File: src/rtl/pipe_ctrl.sv
// Pipeline hazard controller: per-stage load/hold/flush control, redirect and multi-cycle EX tracking.
// Optional stall watchdog built only when PIPE_CTRL_WDOG_EN is defined.
module pipe_ctrl #(
   parameter int WDOG_LIMIT = 255
) (
   input  logic        clk,
   input  logic        rst,
   input  logic        if_ready,
   input  logic        id_load_use,
   input  logic        ex_redirect,
   input  logic [63:0] ex_target,
   input  logic        ex_multi_start,
   input  logic [5:0]  ex_multi_lat,
   input  logic        mem_busy,
   output logic [1:0]  ctrl_pc,
   output logic [1:0]  ctrl_if_id,
   output logic [1:0]  ctrl_id_ex,
   output logic [1:0]  ctrl_ex_mem,
   output logic [1:0]  ctrl_mem_wb,
   output logic        pc_redirect,
   output logic [63:0] pc_target,
   output logic        wdog_err
);

   // state    | meaning
   // ST_RUN   | no multi-cycle op outstanding (cnt_q == 0)
   // ST_MULTI | multi-cycle op still occupying EX (cnt_q != 0)
   typedef enum logic {
      ST_RUN   = 1'b0,
      ST_MULTI = 1'b1
   } state_e;

   localparam logic [1:0] C_D = 2'b00;
   localparam logic [1:0] C_S = 2'b01;
   localparam logic [1:0] C_F = 2'b10;

   state_e      state_q, state_d;
   logic [5:0]  cnt_q, cnt_d;
   logic        kill_q, kill_d;
   logic        start_acc;
   logic        ex_busy;
   logic        redirect_win;
   logic [1:0]  if_id_raw;

   always_ff @(posedge clk) begin
      if (rst) begin
         state_q <= ST_RUN;
         cnt_q   <= 6'd0;
         kill_q  <= 1'b0;
      end else begin
         state_q <= state_d;
         cnt_q   <= cnt_d;
         kill_q  <= kill_d;
      end
   end

   // A start is only accepted with EX free; lat 0/1 never occupies EX beyond its own cycle.
   always_comb begin
      start_acc = ex_multi_start && (cnt_q == 6'd0) && (ex_multi_lat >= 6'd2);
      ex_busy   = start_acc || (cnt_q != 6'd0);
      cnt_d     = cnt_q;
      state_d   = state_q;
      if (start_acc) begin
         cnt_d = ex_multi_lat - 6'd2;
      end else if (cnt_q != 6'd0) begin
         cnt_d = cnt_q - 6'd1;
      end
      case (state_q)
         ST_RUN:   if (start_acc && (ex_multi_lat >= 6'd3)) state_d = ST_MULTI;
         ST_MULTI: if (cnt_d == 6'd0) state_d = ST_RUN;
         default:  state_d = ST_RUN;
      endcase
   end

   always_comb begin
      ctrl_pc      = C_D;
      if_id_raw    = C_D;
      ctrl_id_ex   = C_D;
      ctrl_ex_mem  = C_D;
      ctrl_mem_wb  = C_D;
      redirect_win = 1'b0;
      if (rst) begin
         ctrl_pc     = C_F;
         if_id_raw   = C_F;
         ctrl_id_ex  = C_F;
         ctrl_ex_mem = C_F;
         ctrl_mem_wb = C_F;
      end else if (mem_busy) begin
         ctrl_pc     = C_S;
         if_id_raw   = C_S;
         ctrl_id_ex  = C_S;
         ctrl_ex_mem = C_S;
         ctrl_mem_wb = C_F;
      end else if (ex_busy) begin
         ctrl_pc     = C_S;
         if_id_raw   = C_S;
         ctrl_id_ex  = C_S;
         ctrl_ex_mem = C_F;
      end else if (ex_redirect) begin
         if_id_raw    = C_F;
         ctrl_id_ex   = C_F;
         redirect_win = 1'b1;
      end else if (id_load_use) begin
         ctrl_pc    = C_S;
         if_id_raw  = C_S;
         ctrl_id_ex = C_F;
      end else if (!if_ready) begin
         ctrl_pc   = C_S;
         if_id_raw = C_F;
      end
      // The wrong-path fetch after a redirect must not enter ID.
      ctrl_if_id = (kill_q && (if_id_raw == C_D)) ? C_F : if_id_raw;
      pc_redirect = redirect_win;
      pc_target   = redirect_win ? ex_target : 64'd0;
      if (redirect_win) begin
         kill_d = 1'b1;
      end else if (ctrl_if_id != C_S) begin
         kill_d = 1'b0;
      end else begin
         kill_d = kill_q;
      end
   end

`ifdef PIPE_CTRL_WDOG_EN
   localparam int         WD_W   = $clog2(WDOG_LIMIT + 1);
   localparam logic [WD_W-1:0] WD_MAX = WD_W'(WDOG_LIMIT);

   logic [WD_W-1:0] wd_q, wd_d;
   logic            err_q, err_d;

   always_ff @(posedge clk) begin
      if (rst) begin
         wd_q  <= '0;
         err_q <= 1'b0;
      end else begin
         wd_q  <= wd_d;
         err_q <= err_d;
      end
   end

   // Count saturates at the limit so the flag cannot be missed by wrap-around.
   always_comb begin
      wd_d = '0;
      if (ctrl_pc == C_S) begin
         wd_d = (wd_q == WD_MAX) ? wd_q : wd_q + WD_W'(1);
      end
      err_d = err_q || (wd_d == WD_MAX);
   end

   assign wdog_err = err_q && !rst;
`else
   // Limit only matters when the watchdog is built; keep it referenced.
   if (WDOG_LIMIT < 0) begin : g_limit_unused
   end

   assign wdog_err = 1'b0;
`endif

endmodule
File: config.mk
export PLATFORM = sky130hd
export DESIGN_NAME = pipe_ctrl
export DESIGN_NICKNAME = d
export VERILOG_FILES = /design/src/rtl/pipe_ctrl.sv
export SDC_FILE = /design/constraint.sdc
export NUM_CORES = 1
export LEC_CHECK = 0
export ABC_AREA = 1
export CORE_UTILIZATION = 29
export CTS_CLUSTER_DIAMETER = 60
export DETAILED_ROUTE_END_ITERATION = 8
export PLACE_DENSITY = 0.86
export SLEW_MARGIN = 40
export SYNTH_ARGS = -nofsm -noshare
export SYNTH_HDL_FRONTEND = slang
export SYNTH_SLANG_ARGS = --single-unit
File: constraint.sdc
create_clock -name clk -period 3.4 [get_ports clk]
set_input_delay 0.51 -clock clk [delete_from_list [all_inputs] [get_ports clk]]
set_output_delay 0.51 -clock clk [all_outputs]
set_load 0.05 [all_outputs]
==> summary.txt, run 1 <==
Placed design
  • Gpl congestion: 0.855
  • Port Buffer Count: 150
  • Hpwl dp: 5510 um

Timing
  • Peak Freq: about 0.33 GHz
  • Min Hold Slack: approximately 470 ps
  • Clk_skew: between 7 and 8 ps
  • Rel. slew slack: 64.3%
  • Measured slew at the worst slew-check pin: about 530 ps
  • Final setup vio count: 0
  • Setup TNS: 0 ps
  • Min Tclk post-route: just over 3000 ps
  • Final Hold Violating Endpoints: 0
  • Final period util: between 80% and 90%
  • RSZ-0062 raised after global routing: false
  • Pins Over Slew Limit: 0

Drt
  • Met3 Wirelength: between 500 and 600 um
  • Final WL: roughly 6200 um
  • Routed via count: about 1,900
  • First-iteration detailed-routing DRC count: 47
  • Uppermost layer routed: met4
  • Routed vias/inst: 4.44
  • Drt pass-1 iters: 4
  • Met2 wire length: around 3600 um
  • Final ANT Viol Nets: 0
  • Drt drc: 0
  • Drt wl/cell: 14.5 um
  • Wl on met1: 1840 um

Floorplan
  • Row count: 23
  • Die area: about 4800 um2
  • Die Span Y: 69.0 um
  • Starting density of the core: around a third
  • Die width: approximately 70 um
  • I/O pins: approximately 150
  • Core ar.: approximately 4100 um2

Critical path
  • Crit path max fanout: 10
  • Crit path DAT: roughly 2500 ps
  • Worst reg-to-reg setup slack: 1860 ps
  • Crit path from: rst
  • Worst R2R End: cnt_q[3]
  • R2r worst-path depth: 9
  • CP Launch Type: primary input
  • Crit. End Element: primary output
  • Crit path required time: ~2900 ps
  • Crit path to: ctrl_ex_mem[1]
  • RR Startpoint: cnt_q[0]
  • WS Path Type: in2out

Layout
  • Layout cells sized above 1: a little over 30%
  • Reg area: 140 um2
  • Most frequent cells in the layout: 83 x clkdlybuf4s50_1, 79 x inv_1, 66 x buf_12, 37 x nor2_1, 29 x nor2_2
  • Nets: about 460
  • Most common cell after layout, fill and taps aside: clkdlybuf4s50_1
  • Diode count: 0
  • Footprint of the multi-input gates: 783 um2
  • P&R area growth vs syn: 170%
  • # fillers: about 210

Clock network
  • CTS tree: built
  • H-Tree Level Count: 1
  • CTS sink cnt: 7
  • TritonCTS Buffers: 3
  • Clock buffer depth: 2
  • Clock latency on the worst-skew pair: 230 ps
  • Clock root buffer: clkbuf_8
  • Post-CTS Setup Bufs: 0
  • CTS clk-pin slew, worst paths: 40 ps
  • Hold Buf Count CTS: 0
  • Post-cts resize count: 0

Synthesis
  • Avg Inst Size Synth: 5.63 um2
  • Flops & latches, synth: 7
  • Yosys warns: 0
  • Post-synthesis sequential area ratio: 10.8%
  • Cells after Synth: 231
  • Synthesized area: around 1300 um2
  • Unique masters post-synth: 24

Run status
  • Run status: finished clean

Power
  • P_leak: 1.70 nW
  • VDD IR max: slightly above 0.2 mV
  • Power Dens Cells: between 200 and 300 nW/um2
  • PnR Total Power: 0.943 mW

Global routing
  • Largest net degree at the start of global routing: 37
  • Global-route wire length before repair: about 8900 um
  • GRT Util Overall: roughly a quarter
  • Number of global-route vias before repair: ~1,900
  • Initial antenna violation count: 0
  • GR Overflow Total: 0

Run
  • Max cap viols: 0

Hold path
  • Hold/Removal Path Class: reg2reg
[metal layers]
metal  GRT usage [%]  up-vias
met3            8.22       14
met2            51.3      110
met1            23.6      854
met4            9.18        0
met5               0        -
li1                -      924
[report_power, final]
group / internal [mW] / total [mW] / switching [mW] / leakage (nW)
clock network: 0.0813 / 0.119 / 0.0380 / 0.0228
registers: 0.116 / 0.142 / 0.0257 / 0.0579
logic: 0.301 / 0.682 / 0.381 / 1.62
[worst max-delay path, cell delays in order]
cell and delay (ps):
clkdlybuf4s50_1 650, clkinv_1 350, o21ai_0 170, clkdlybuf4s50_1 850
[logic make-up after synthesis]
group           count (synthesis)  synth area share, %
compound gates                 11                 5.10
xor+xnor                        7                 4.71
fa+ha+maj                       3                 2.88
buf+inv                        91                 30.0
flops                           7                 10.8
other cells                     1                0.288
simple gates                  111                 46.3
[worst min-delay path by stage]
stage / from / end / cells past startpoint
floorplan: kill_q / kill_q / 2
global placement: kill_q / kill_q / 2
detailed placement: kill_q / kill_q / 2
CTS: kill_q / kill_q / 2
global route: kill_q / kill_q / 2
finish: kill_q / kill_q / 2
[final cells by class]
| class | instances | area share [%] |
|---|---|---|
| repair buffers | 152 | 62.0 |
| multi-input cells | 134 | 22.3 |
| well taps | 50 | 1.78 |
| inverters | 81 | 8.66 |
| clock buffers | 4 | 1.28 |
| flip-flops and latches | 7 | 3.99 |
[sequential cells by signal (all words and copies together), names as in the netlist]
register and cells:
cnt_q 6, kill_q 1
[cell usage after synthesis, drive strengths merged]
master,number,area (um2)
a21oi,6,41.3
buf,8,78.8
clkbuf,2,7.51
clkinv,1,3.75
conb,1,3.75
dfxtp,7,140
ha,3,37.5
inv,80,300
nand2,22,82.6
nand3,9,55.1
nand4,2,18.8
nor2,76,433
nor4,1,6.26
o21ai,5,25.0
or2,1,6.26
xnor2,4,35.0
xor2,3,26.3
[per-stage QoR]
stage	cells	utilization, %	instance area (um2)	setup WS (ps)
6_report	428	84.7	3510	365
5_1_grt	428	84.7	3510	263
4_1_cts	428	84.7	3510	376
3_5_place_dp	424	83.6	3460	351
3_3_place_gp	424	83.6	3460	446
2_1_floorplan	232	-	1310	743
Note: power is estimated with default switching activity, not from simulation.
==> run 2: changes to the inputs <==
CORE_MARGIN = 5   (was unset)
SLEW_MARGIN = 20   (was 40)
==> summary.txt, run 2 (same netlist as run 1, synthesis figures left out) <==
Placed design
  • Port Buffer Count: 150 (unchanged)
  • Gpl congestion: 0.868 (was 0.855)
  • Post-place setup slack: 336 ps (was 351 ps)
  • Placed Cells: 428 (was 424)
  • Hpwl dp: 6090 um (was 5510 um)

Floorplan
  • Die Span Y: 77.0 um (was 69.0 um)
  • Core ar.: 4350 um2 (was 4140 um2)
  • Die area: 5930 um2 (was 4760 um2)
  • Die width: 77.0 um (was 69.0 um)
  • Starting density of the core: 29.9% (was 31.4%)
  • Row count: 24 (was 23)
  • I/O pins: 153 (unchanged)

Global routing
  • GR Overflow Total: 0 (unchanged)
  • GRT Max-Usage Layer: met2 (unchanged)
  • Global-route wire length before repair: 10,200 um (was 8850 um)
  • Initial antenna violation count: 0 (unchanged)
  • Largest net degree at the start of global routing: 39 (was 37)
  • GRT Util Overall: 21.5% (was 25.6%)
  • GR Layer Usage met1: 17.9% (was 23.6%)
  • Routing usage on met2: 46.7% (was 51.3%)
  • Number of global-route vias before repair: 2,074 (was 1,909)
  • Met3 Resource Use GR: 5.04% (was 8.22%)

Drt
  • First-iteration detailed-routing DRC count: 76 (was 47)
  • Routed vias/inst: 4.34 (was 4.44)
  • Drt wl/cell: 15.5 um (was 14.5 um)
  • Routed via count: 1,874 (was 1,902)
  • Drt pass-1 iters: 4 (unchanged)
  • Final WL: 6680 um (was 6200 um)
  • Drt drc: 0 (unchanged)
  • Final ANT Viol Nets: 0 (unchanged)

Layout
  • Most common cell after layout, fill and taps aside: clkdlybuf4s50_1 (unchanged)
  • Largest register FFs: 6 (unchanged)
  • P&R area growth vs syn: 171% (was 170%)
  • Reg with most FFs: cnt_q (unchanged)
  • Nets: 461 (was 459)
  • Largest regs: cnt_q: 6 flops, kill_q: 1 flops (unchanged)
  • Core Util, Final: 81.0% (was 84.7%)
  • Layout cells sized above 1: 31.3% (was 31.0%)
  • Non-filler cells, final: 432 (was 428)
  • # fillers: 229 (was 207)
  • Diode count: 0 (unchanged)
  • Most frequent cells in the layout: 83 x clkdlybuf4s50_1, 79 x inv_1, 66 x buf_12, 37 x nor2_1, 29 x nor2_2 (unchanged)

Power
  • Comb power frac: 73.3% (was 72.3%)
  • P_sw: 0.461 mW (was 0.445 mW)
  • Clock group share of total power: 12.1% (was 12.6%)
  • Net Sw Frac: 47.9% (was 47.2%)
  • Cell Int Power: 0.502 mW (was 0.499 mW)
  • P_leak: 1.71 nW (was 1.70 nW)
  • VDD IR max: 0.216 mV (was 0.206 mV)
  • Sequential Power Share: 14.6% (was 15.1%)
  • Power Dens Cells: 273 nW/um2 (was 269 nW/um2)

Critical path
  • RR Startpoint: cnt_q[0] (unchanged)
  • Crit. End Element: primary output (unchanged)
  • Crit path max fanout: 7 (was 10)
  • Crit path DAT: 2550 ps (was 2520 ps)
  • Worst reg-to-reg setup slack: 1780 ps (was 1860 ps)
  • WS Path Type: in2out (unchanged)
  • Crit path required time: 2890 ps (about the same)
  • Worst R2R End: kill_q (was cnt_q[3])
  • R2r worst-path depth: 7 (was 9)
  • CP Launch Type: primary input (unchanged)

Timing
  • Final setup vio count: 0 (unchanged)
  • Final WS setup: 337 ps (was 365 ps)
  • RSZ-0062 raised after global routing: false (unchanged)
  • Pins Over Slew Limit: 0 (unchanged)
  • Setup TNS: 0 ps (unchanged)
  • Measured slew at the worst slew-check pin: 538 ps (was 533 ps)
  • Min Tclk post-route: 3060 ps (was 3030 ps)
  • Clk_skew: 1.82 ps (was 7.33 ps)
  • Final Hold Violating Endpoints: 0 (unchanged)
  • Final period util: 90.1% (was 89.3%)
  • Peak Freq: 0.327 GHz (was 0.330 GHz)
  • Rel. slew slack: 64.0% (was 64.3%)

Clock network
  • H-Tree Level Count: 1 (unchanged)
  • Clock buffer depth: 2 (unchanged)
  • Post-cts resize count: 0 (unchanged)
  • Clock root buffer: clkbuf_8 (unchanged)
  • CTS clk-pin slew, worst paths: 40 ps (about the same)
  • Hold Buf Count CTS: 0 (unchanged)
  • Post-CTS Setup Bufs: 0 (unchanged)
  • TritonCTS Buffers: 3 (unchanged)
  • Clock latency on the worst-skew pair: 230 ps (about the same)
  • CTS sink cnt: 7 (unchanged)
  • CTS tree: built (unchanged)

Run
  • Max cap viols: 0 (unchanged)

Hold path
  • Hold Path End: kill_q (unchanged)
  • Hold/Removal Path Class: reg2reg (unchanged)
  • Hold depth: 2 (unchanged)
  • Hold Crit Start: kill_q (unchanged)

Run status
  • Run status: finished clean (unchanged)
run 2: changes by cell type in the layout (fill, tap and decap cells not counted):
cell	delta
buf_4	+2
run 2: final cells by class:
class / count / area [um2] / area share, %
Tap cell: 52 / 65.1 / 1.84
Timing Repair Buffer: 154 / 2190 / 62.1
Sequential cell: 7 / 140 / 3.97
Inverter: 81 / 304 / 8.62
Multi-Input combinational cell: 134 / 783 / 22.2
Clock buffer: 4 / 45.0 / 1.28
run 2: worst max path at each step:
| stage | from | to | slack [ps] |
|---|---|---|---|
| finish | ex_multi_lat[3] | ctrl_if_id[0] | 340 |
| global route | ex_multi_lat[3] | ctrl_if_id[0] | 200 |
| CTS | ex_multi_lat[3] | ctrl_if_id[0] | 340 |
| detailed placement | ex_multi_lat[3] | ctrl_if_id[0] | 340 |
| global placement | ex_multi_lat[3] | ctrl_if_id[0] | 450 |
| floorplan | ex_multi_lat[2] | ctrl_id_ex[1] | 740 |
run 2: critical path: stages:
cell and delay (ps):
clkdlybuf4s50_1 470, nor2_1 160, nand3_2 140, a21oi_4 260
nand2_1 100, inv_1 110, a21oi_1 80, clkdlybuf4s50_1 710
run 2: power groups by stage:
| stage | Clock [mW] | Combinational (mW) | Sequential [mW] |
|---|---|---|---|
| after floorplan | 0 | 0.415 | 0.136 |
| after global placement | 0 | 0.661 | 0.140 |
| after detailed placement | 0 | 0.693 | 0.141 |
| after CTS | 0.117 | 0.705 | 0.140 |
| after global routing | 0.124 | 0.750 | 0.145 |
| final | 0.117 | 0.706 | 0.141 |
run 2: metrics by stage:
step	total power [mW]	hold slack, ps	cell area [um2]
after global placement	0.801	459	3480
after floorplan	0.551	444	1310
final	0.963	509	3530
after global routing	1.02	531	3530
after detailed placement	0.834	503	3480
after CTS	0.961	510	3530
run 2: per-layer routing:
metal	routed length [um]	vias up
met3	479	16
met5	0	-
met1	1970	837
li1	-	929
met2	4010	92
met4	218	0
